<file path="src/rtl/i2s_frame_receiver_pkg.sv">
// Shared definitions for the I2S frame receiver: FSM state encoding and the
// default sample/count widths used by the receiver and its testbench.
package i2s_frame_receiver_pkg;

  localparam int WORD_BITS_DEF = 24;
  localparam int CNT_BITS_DEF  = 8;

  typedef logic [1:0] state_t;

  localparam logic [1:0] ST_ALIGN = 2'd0;
  localparam logic [1:0] ST_LEFT  = 2'd1;
  localparam logic [1:0] ST_RIGHT = 2'd2;

endpackage

</file>
<file path="src/rtl/i2s_input_sync.sv">
// Brings the asynchronous I2S lines into the clk domain with equal-depth
// synchronizers and emits a one-clk bit strobe per bclk rise with aligned lrclk/d.
module i2s_input_sync
  import i2s_frame_receiver_pkg::*;
(
  input  logic clk,
  input  logic reset,
  input  logic i2s_bclk,
  input  logic i2s_lrclk,
  input  logic i2s_d,
  output logic bit_vld,
  output logic bit_lrclk,
  output logic bit_d
);

  // Bit order in the synchronizer vectors: {bclk, lrclk, d}
  logic [2:0] in_p0_q, in_p0_d;
  logic [2:0] in_p1_q, in_p1_d;
  logic       bclk_p2_q, bclk_p2_d;
  logic       vld_p2_q, vld_p2_d;
  logic       lrclk_p2_q, lrclk_p2_d;
  logic       d_p2_q, d_p2_d;

  always_comb begin
    in_p0_d    = {i2s_bclk, i2s_lrclk, i2s_d};
    in_p1_d    = in_p0_q;
    // p2: previous synchronized bclk for rise detect; lrclk/d delayed alongside
    bclk_p2_d  = in_p1_q[2];
    vld_p2_d   = in_p1_q[2] & ~bclk_p2_q;
    lrclk_p2_d = in_p1_q[1];
    d_p2_d     = in_p1_q[0];
  end

  always_ff @(posedge clk) begin
    if (reset) begin
      in_p0_q    <= '0;
      in_p1_q    <= '0;
      bclk_p2_q  <= 1'b0;
      vld_p2_q   <= 1'b0;
      lrclk_p2_q <= 1'b0;
      d_p2_q     <= 1'b0;
    end else begin
      in_p0_q    <= in_p0_d;
      in_p1_q    <= in_p1_d;
      bclk_p2_q  <= bclk_p2_d;
      vld_p2_q   <= vld_p2_d;
      lrclk_p2_q <= lrclk_p2_d;
      d_p2_q     <= d_p2_d;
    end
  end

  assign bit_vld   = vld_p2_q;
  assign bit_lrclk = lrclk_p2_q;
  assign bit_d     = d_p2_q;

endmodule

</file>
<file path="src/rtl/i2s_frame_receiver.sv">
// I2S stereo frame receiver: aligns on the lrclk 1->0 edge, captures MSB-first
// words, publishes complete left/right pairs and flags short words.
module i2s_frame_receiver
  import i2s_frame_receiver_pkg::*;
#(
  parameter int WORD_BITS = WORD_BITS_DEF,
  parameter int CNT_BITS  = CNT_BITS_DEF
) (
  input  logic                 clk,
  input  logic                 reset,
  input  logic                 enable,
  input  logic                 i2s_bclk,
  input  logic                 i2s_lrclk,
  input  logic                 i2s_d,
  output logic [WORD_BITS-1:0] pcm_left,
  output logic [WORD_BITS-1:0] pcm_right,
  output logic                 pcm_valid,
  output logic [CNT_BITS-1:0]  bit_cnt,
  output logic                 frame_err,
  input  logic                 err_clr
);

  function automatic logic [CNT_BITS-1:0] sat_inc(input logic [CNT_BITS-1:0] v);
    return (&v) ? v : v + CNT_BITS'(1);
  endfunction

  function automatic logic word_open(input logic [CNT_BITS-1:0] v);
    return int'(v) < WORD_BITS;
  endfunction

  logic bit_vld, bit_lrclk, bit_d;

  i2s_input_sync u_sync (
    .clk       (clk),
    .reset     (reset),
    .i2s_bclk  (i2s_bclk),
    .i2s_lrclk (i2s_lrclk),
    .i2s_d     (i2s_d),
    .bit_vld   (bit_vld),
    .bit_lrclk (bit_lrclk),
    .bit_d     (bit_d)
  );

  state_t               state_q, state_d;
  logic                 lr_prev_q, lr_prev_d;
  logic [CNT_BITS-1:0]  cnt_q, cnt_d;
  logic [WORD_BITS-1:0] word_q, word_d;
  logic [WORD_BITS-1:0] left_hold_q, left_hold_d;
  logic                 left_ok_q, left_ok_d;
  logic [WORD_BITS-1:0] pcm_left_q, pcm_left_d;
  logic [WORD_BITS-1:0] pcm_right_q, pcm_right_d;
  logic                 pcm_valid_q, pcm_valid_d;
  logic [CNT_BITS-1:0]  bit_cnt_q, bit_cnt_d;
  logic                 frame_err_q, frame_err_d;

  logic                 trans_c, full_c, err_set_c;
  logic [CNT_BITS-1:0]  cnt_inc_c;
  logic [WORD_BITS-1:0] word_sh_c;

  always_comb begin
    trans_c     = bit_lrclk != lr_prev_q;
    cnt_inc_c   = sat_inc(cnt_q);
    full_c      = !word_open(cnt_inc_c);
    word_sh_c   = word_open(cnt_q) ? {word_q[WORD_BITS-2:0], bit_d} : word_q;
    err_set_c   = 1'b0;
    state_d     = state_q;
    lr_prev_d   = lr_prev_q;
    cnt_d       = cnt_q;
    word_d      = word_q;
    left_hold_d = left_hold_q;
    left_ok_d   = left_ok_q;
    pcm_left_d  = pcm_left_q;
    pcm_right_d = pcm_right_q;
    pcm_valid_d = 1'b0;
    bit_cnt_d   = bit_cnt_q;

    // lrclk history keeps tracking while disabled so re-enable cannot see a stale edge
    if (bit_vld) lr_prev_d = bit_lrclk;

    if (!enable) begin
      state_d   = ST_ALIGN;
      cnt_d     = '0;
      left_ok_d = 1'b0;
    end else if (bit_vld) begin
      case (state_q)
        ST_LEFT, ST_RIGHT: begin
          word_d = word_sh_c;
          cnt_d  = cnt_inc_c;
          if (trans_c) begin
            bit_cnt_d = cnt_inc_c;
            cnt_d     = '0;
            err_set_c = !full_c;
            if (state_q == ST_LEFT) begin
              left_hold_d = word_sh_c;
              left_ok_d   = full_c;
              state_d     = ST_RIGHT;
            end else begin
              state_d = ST_LEFT;
              if (left_ok_q && full_c) begin
                pcm_left_d  = left_hold_q;
                pcm_right_d = word_sh_c;
                pcm_valid_d = 1'b1;
              end
            end
          end
        end
        default: begin
          if (trans_c && !bit_lrclk) begin
            state_d = ST_LEFT;
            cnt_d   = '0;
          end
        end
      endcase
    end

    frame_err_d = err_clr ? 1'b0 : (frame_err_q | err_set_c);
  end

  always_ff @(posedge clk) begin
    if (reset) begin
      state_q     <= ST_ALIGN;
      lr_prev_q   <= 1'b0;
      cnt_q       <= '0;
      word_q      <= '0;
      left_hold_q <= '0;
      left_ok_q   <= 1'b0;
      pcm_left_q  <= '0;
      pcm_right_q <= '0;
      pcm_valid_q <= 1'b0;
      bit_cnt_q   <= '0;
      frame_err_q <= 1'b0;
    end else begin
      state_q     <= state_d;
      lr_prev_q   <= lr_prev_d;
      cnt_q       <= cnt_d;
      word_q      <= word_d;
      left_hold_q <= left_hold_d;
      left_ok_q   <= left_ok_d;
      pcm_left_q  <= pcm_left_d;
      pcm_right_q <= pcm_right_d;
      pcm_valid_q <= pcm_valid_d;
      bit_cnt_q   <= bit_cnt_d;
      frame_err_q <= frame_err_d;
    end
  end

  assign pcm_left  = pcm_left_q;
  assign pcm_right = pcm_right_q;
  assign pcm_valid = pcm_valid_q;
  assign bit_cnt   = bit_cnt_q;
  assign frame_err = frame_err_q;

endmodule

</file>
<file path="config.mk">
export PLATFORM = sky130hd
export DESIGN_NAME = i2s_frame_receiver
export DESIGN_NICKNAME = d
export VERILOG_FILES = /design/src/rtl/i2s_frame_receiver_pkg.sv /design/src/rtl/i2s_input_sync.sv /design/src/rtl/i2s_frame_receiver.sv
export SDC_FILE = /design/constraint.sdc
export NUM_CORES = 1
export LEC_CHECK = 0
export ABC_CLOCK_PERIOD_IN_PS = 5900
export CAP_MARGIN = 0
export CELL_PAD_IN_SITES_DETAIL_PLACEMENT = 0
export CELL_PAD_IN_SITES_GLOBAL_PLACEMENT = 1
export CORE_MARGIN = 2
export CORE_UTILIZATION = 38
export DETAILED_ROUTE_END_ITERATION = 10
export GPL_ROUTABILITY_DRIVEN = 1
export GPL_TIMING_DRIVEN = 0
export PLACE_DENSITY = 0.82
export SYNTH_ARGS = -nofsm -noshare
export SYNTH_HDL_FRONTEND = slang
export SYNTH_SLANG_ARGS = --single-unit
</file>
<file path="constraint.sdc">
create_clock -name clk -period 5.9 [get_ports clk]
set_clock_uncertainty 0.1 [all_clocks]
set_input_delay 1.18 -clock clk [delete_from_list [all_inputs] [get_ports clk]]
set_output_delay 1.18 -clock clk [all_outputs]
set_load 0.005 [all_outputs]
</file>
-- Word level (Yosys, flattened, before mapping)
Cells that the tools add are included.
- $add $sub $neg: 1
- magnitude comparators: 2
- equality and inequality tests: 4
- muxes and demuxes: 14
- bitwise gates (word level): 8
- reduce and logical (&&, ||, !) cells: 17
- operator list (kind ; number):
    $mux 8 ; 4
    $mux 24 ; 1
    $lt 8x5->1 const B ; 2
    $add 8x1->8 const B ; 1
    $mux 2 ; 4
    $reduce_and 4->1 ; 2
    $reduce_and 8->1 ; 1
    $not 1->1 ; 6
    $reduce_and 3->1 ; 2
    $reduce_and 6->1 ; 1
    $reduce_or 2->1 ; 3
    $reduce_or 6->1 ; 1
    $mux 1 ; 5
    $reduce_and 5->1 ; 1
    $eq 2x1->1 const B ; 1
    $eq 2x2->1 const B ; 1
    $logic_and 1x1->1 ; 2
    $logic_not 1->1 ; 2
    $ne 2x2->1 const B ; 1
    $reduce_and 2->1 ; 1
    $reduce_bool 2->1 ; 1
    $and 1x1->1 ; 1
    $ne 1x1->1 ; 1
    $or 1x1->1 ; 1
- register bits after elaboration: 128
- bits of input ports: 7
- output and inout port bits: 58
- logic and storage cells: 63

-- Depth between registers and ports, before layout
- depth after elaboration: 8
- mapped depth: 9
- depth with buffers taken out: 7

-- Hierarchy
From an unflattened synthesis, not the netlist that was laid out.
- cells, all modules: 587
- area, all modules: 5326.4 sq um
- modules (own cells, without submodules) (module ; instances ; cells an instance ; area an instance (sq um) ; seq. area each (sq um)):
    i2s_frame_receiver ; 1 ; 567 ; 5057.4 ; 2362.3
    i2s_input_sync ; 1 ; 20 ; 269.0 ; 200.2

-- Least setup slack after synthesis
No wires, ideal clock.
- path type: input to register
- start: input enable
- end: register pcm_left_q[11], in the netlist pcm_left[11]
- setup time: 0.072 ns
- arrival time: 2.284 ns
- required time: 5.728 ns
- setup slack: 3.444 ns
- stages: 5
- buffers on the path: 1
- cells stage by stage: and3b_1 nand3b_1 a21oi_2 buf_4 mux2i_1
- cells in the longest elaborated chain, start to end: 1
- RTL lines (element ; RTL line ; RTL):
    from (decl) ; i2s_frame_receiver.sv:11 ; input logic enable,
    $reduce_and 6->1 (no line) ; -- ;
    to (signal assigned) ; i2s_frame_receiver.sv:139 ; pcm_left_q <= pcm_left_d;
    to (decl) ; i2s_frame_receiver.sv:50 ; logic [WORD_BITS-1:0] pcm_left_q, pcm_left_d;
Every way passes these cells.
A chain may end at the register's enable or synchronous reset.

-- Final worst setup path
- start: input reset
- end: register word_q[2]
- RTL lines (element ; RTL line ; RTL):
    from (decl) ; i2s_frame_receiver.sv:10 ; input logic reset,
    to (signal assigned) ; i2s_frame_receiver.sv:136 ; word_q <= word_d;
    to (decl) ; i2s_frame_receiver.sv:47 ; logic [WORD_BITS-1:0] word_q, word_d;
No word-level cell between the ends.

==> run_results.csv <==
group,metric,value,unit
power_and_ir_drop,peakVddDrop,0.1912,mV
global_route,grt_pass1_vias,4003,
power_and_ir_drop,switching_share,21.70,%
place,portBuffers,64,
logic_synthesis,synth_seq_area_share,48.47,%
timing,setup_tns,0,ns
detailed_routing,drt-initial-drc-count,180,
global_route,grt_pass1_wl,20160,microns
logic_synthesis,syn_area,5286,sq um
clock_tree,insertion_delay,0.42,ns
power_and_ir_drop,clockPowerShare,52.9,%
detailed_routing,via_per_inst,5.102,
global_route,antenna_found_initial,0,
logic_synthesis,synth_flop_cell,"dfxtp_1",
logic_synthesis,synth.largest_area_cell,"dfxtp_1",
setup_path,arrival,3.23,ns
setup_path,crit_top_cell,"clkbuf_1",
worst_hold_path,hp-start,"u_sync.bclk_p2_q$_SDFF_PP0_",
floorplan,fp.dieH,121.9,microns
detailed_routing,remaining_drc_errors,0,
worst_hold_path,worstHoldPathCells,1,
power_and_ir_drop,powerDensity,284.0,nW/um^2
floorplan,dieArea,14870,sq um
setup_path,rrSetupSlack,3.14,ns
detailed_routing,vias,4163,
clock_tree,cts_setup_buffers,0,
setup_path,rr_endpoint,"pcm_right[21]$_SDFFE_PP0P_",
floorplan,ioPinCount,65,
clock_tree,cts_tree,"done",
setup_path,critical_path.top_delay_family,"buffers and inverters",
worst_hold_path,whs_endpoint,"u_sync.bit_vld$_SDFF_PP0_",
floorplan,core-area,13720,sq um
logic_synthesis,syn_nets,551,
timing,fin_crit_sh,51.64,%
timing,min_period,3.047,ns
logic_synthesis,synth_warnings,0,
clock_tree,postCtsHoldBufs,0,
logic_synthesis,synthDominantCellAreaShare,48.47,%
timing,rsz0062_at_grt,"false",
logic_synthesis,synth.distinct_cells,48,
global_route,grtUsageTotal,17.64,%
logic_synthesis,synth_edf_count,0,
worst_hold_path,hp-class,"reg2reg",
power_and_ir_drop,p_comb_share,1.6,%
place,dp_cells,784,
setup_path,slowest_delay,0.61,ns
setup_path,end_kind,"flip-flop",
clock_tree,htree_levels,4,
clock_tree,clk_path_buf_depth,2,
final_layout,nets,634,
timing,slew-limit-headroom,54.31,%
detailed_routing,firstDrtPassIters,4,
logic_synthesis,synth_seq_cells,128,
setup_path,cp_slowest_cell,"clkdlybuf4s50_1",
power_and_ir_drop,p_int,1495,uW
logic_synthesis,syn_inst,540,
detailed_routing,wl,12470,microns
setup_path,rr_worst_depth,7,
final_layout,num_antenna_cells,0,
clock_tree,cts-buffers-inserted,17,
final_layout,areaGrowthSynthToFinish,27.17,%
logic_synthesis,synth.avg_cell_area,9.789,sq um
timing,setup_viol,0,
clock_tree,cts_root_buf,"clkbuf_16",
global_route,grt_max_degree,17,
power_and_ir_drop,p_sw,414.3,uW
power_and_ir_drop,power.leakage,0.002334,uW
setup_path,worst-setup-path-type,"in2reg",
timing,finalHoldViolCount,0,
detailed_routing,antenna_violating_nets_post_route,0,
timing,tightest_slew,0.6808,ns
final_layout,fillCellCount,1270,
power_and_ir_drop,p_seq_share,45.5,%
run,drv_cap,0,
detailed_routing,post_drt_wl_per_cell,15.28,microns
setup_path,worst-path-buf-inv,4,
floorplan,rows,43,
clock_tree,cts_resized,0,
logic_synthesis,netlist_top_cells_area,"dfxtp_1 (48%), mux2i_1 (14%), nand2_1 (4.7%), nor2_1 (4.7%), a211oi_1 (3.6%)",
floorplan,start_util,38.53,%
timing,slew_viol_final,0,
final_layout,drive_gt1_share,9.277,%
final_layout,fin_cells,816,
place,place_hpwl,9306,microns
setup_path,cp_max_fo,10,
clock_tree,cts.sinks,128,
setup_path,cp-start-kind,"input pin",
setup_path,cp_cell_sequence,"clkdlybuf4s50_1 > clkbuf_1 > clkbuf_1 > clkbuf_1 > nor2_1",
global_route,gr-total-overflow,0,
clock_tree,clkTransAtPathRegs,0.06,ns
setup_path,worst_ep_required_time,6.08,ns
place,gp_congestion,0.8425,
setup_path,regToRegStartpoint,"cnt_q[0]$_SDFFE_PP0P_",
timing,max_freq,0.3282,GHz
floorplan,die_width,121.9,microns
status,outcome,"completed",
logic_synthesis,synthArstFlopShare,0,%
==> worst reg2reg max path, delay by kind of cell, from the launching register on <==
family | cells | cell delay [ns]
adders and majority gates | 1 | 0.34
DFF | 1 | 0.43
and+or+nand+nor | 2 | 0.60
AOI/OAI and AO/OA | 3 | 0.90
buffers and inverters | 1 | 0.34
==> sequential cells by signal (all words and copies together) (netlist names) <==
signal            flops
u_sync.bit_d          1
frame_err             1
u_sync.bit_vld        1
left_ok_q             1
left_hold_q          24
u_sync.in_p1_q        3
word_q               24
pcm_valid             1
state_q               2
pcm_left             24
bit_cnt               8
cnt_q                 8
lr_prev_q             1
u_sync.bit_lrclk      1
u_sync.in_p0_q        3
u_sync.bclk_p2_q      1
pcm_right            24
==> layout by cell type, fill, tap and decap left out, types with 4 or more instances in the layout <==
master and count:
o21ai_0 4, clkdlybuf4s50_1 64, nand3_1 6, a21oi_1 13, nor2_1 66, dfxtp_1 128
buf_2 5, clkbuf_16 17, clkinv_2 5, nand2_1 66, nor3_1 6, clkbuf_1 31
a2111oi_0 4, a211oi_1 25, a31o_1 20, a2111oi_1 16, buf_6 6, clkinvlp_4 4
mux2i_1 74, ha_1 4, nor2b_1 13
==> stage by stage <==
stage | utilization [%] | setup slack (ns) | cell area [sq um] | power, uW | hold slack, ns
final | 49.00 | 2.853 | 6723 | 1909 | 0.2804
after global routing | 49.00 | 2.661 | 6723 | 1969 | 0.2982
after CTS | 49.00 | 2.806 | 6723 | 1922 | 0.2842
after detailed placement | 44.84 | 2.370 | 6152 | 918.4 | 0.2765
after global placement | 44.84 | 2.339 | 6152 | 917.9 | 0.2743
after floorplan | - | 3.444 | 5286 | 905.3 | 0.2674
==> cells in the mapped netlist, types with 3 or more instances <==
master	number
dfxtp_1	128
mux2i_1	74
nand2_1	66
nor2_1	66
clkbuf_1	30
a211oi_1	25
a31o_1	20
a2111oi_1	16
a21oi_1	13
nor2b_1	13
buf_6	6
nand3_1	6
nor3_1	6
buf_2	5
a2111oi_0	4
ha_1	4
o21ai_0	4
a311oi_1	3
and3_1	3
inv_1	3
mux2_2	3
xnor2_1	3
==> cell families (layout without fill, tap and decap cells) <==
logic type / after synthesis / in the layout / share of synthesized area (%)
xor+xnor: 3 / 3 / 0.4971
mux: 79 / 79 / 15.08
compound gates: 102 / 102 / 15.53
fa+ha+maj: 4 / 4 / 0.9468
buf+inv: 49 / 145 / 4.591
simple gates: 175 / 175 / 14.89
flops: 128 / 128 / 48.47
==> power by group through the flow <==
| stage | registers, uW | logic, uW | clock network [uW] |
|---|---|---|---|
| 2_1_floorplan | 887 | 18.7 | 0 |
| 3_5_place_dp | 887 | 31.7 | 0 |
| 6_report | 868 | 31.4 | 1010 |
| 3_3_place_gp | 887 | 31.3 | 0 |
| 4_1_cts | 868 | 31.7 | 1020 |
| 5_1_grt | 868 | 34.7 | 1070 |
==> cell type report <==
cell class,count,area [sq um],share of cell area [%]
repair buffers,64,640.6,9.529
plain buffers,45,227.7,3.387
clock buffers,18,429.2,6.384
multi-input cells,363,2481,36.91
inverters,4,15.01,0.2233
well taps,180,225.2,3.350
flip-flops and latches,128,2562,38.12
clock inverters,14,141.4,2.103
==> how the worst max path moves through the flow <==
stage | slack [ns] | start | cells after the start | endpoint
after global routing | 2.66 | reset | 5 | bit_cnt[0]$_SDFFE_PP0P_
after CTS | 2.81 | reset | 5 | word_q[2]$_SDFFE_PP0P_
final | 2.85 | reset | 5 | word_q[2]$_SDFFE_PP0P_
after floorplan | 3.44 | enable | 5 | pcm_left[11]$_SDFFE_PP0P_
after global placement | 2.34 | reset | 5 | pcm_valid$_SDFF_PP0_
after detailed placement | 2.37 | reset | 5 | word_q[23]$_SDFFE_PP0P_
==> metal layers <==
layer	track usage [%]	vias up	routed length, microns
met2	26.99	85	5731
met4	7.256	0	220
li1	-	2102	-
met1	23.68	1961	5976
met3	4.588	15	540
met5	0	-	0
No activity file was read; power rests on OpenSTA's default activity.
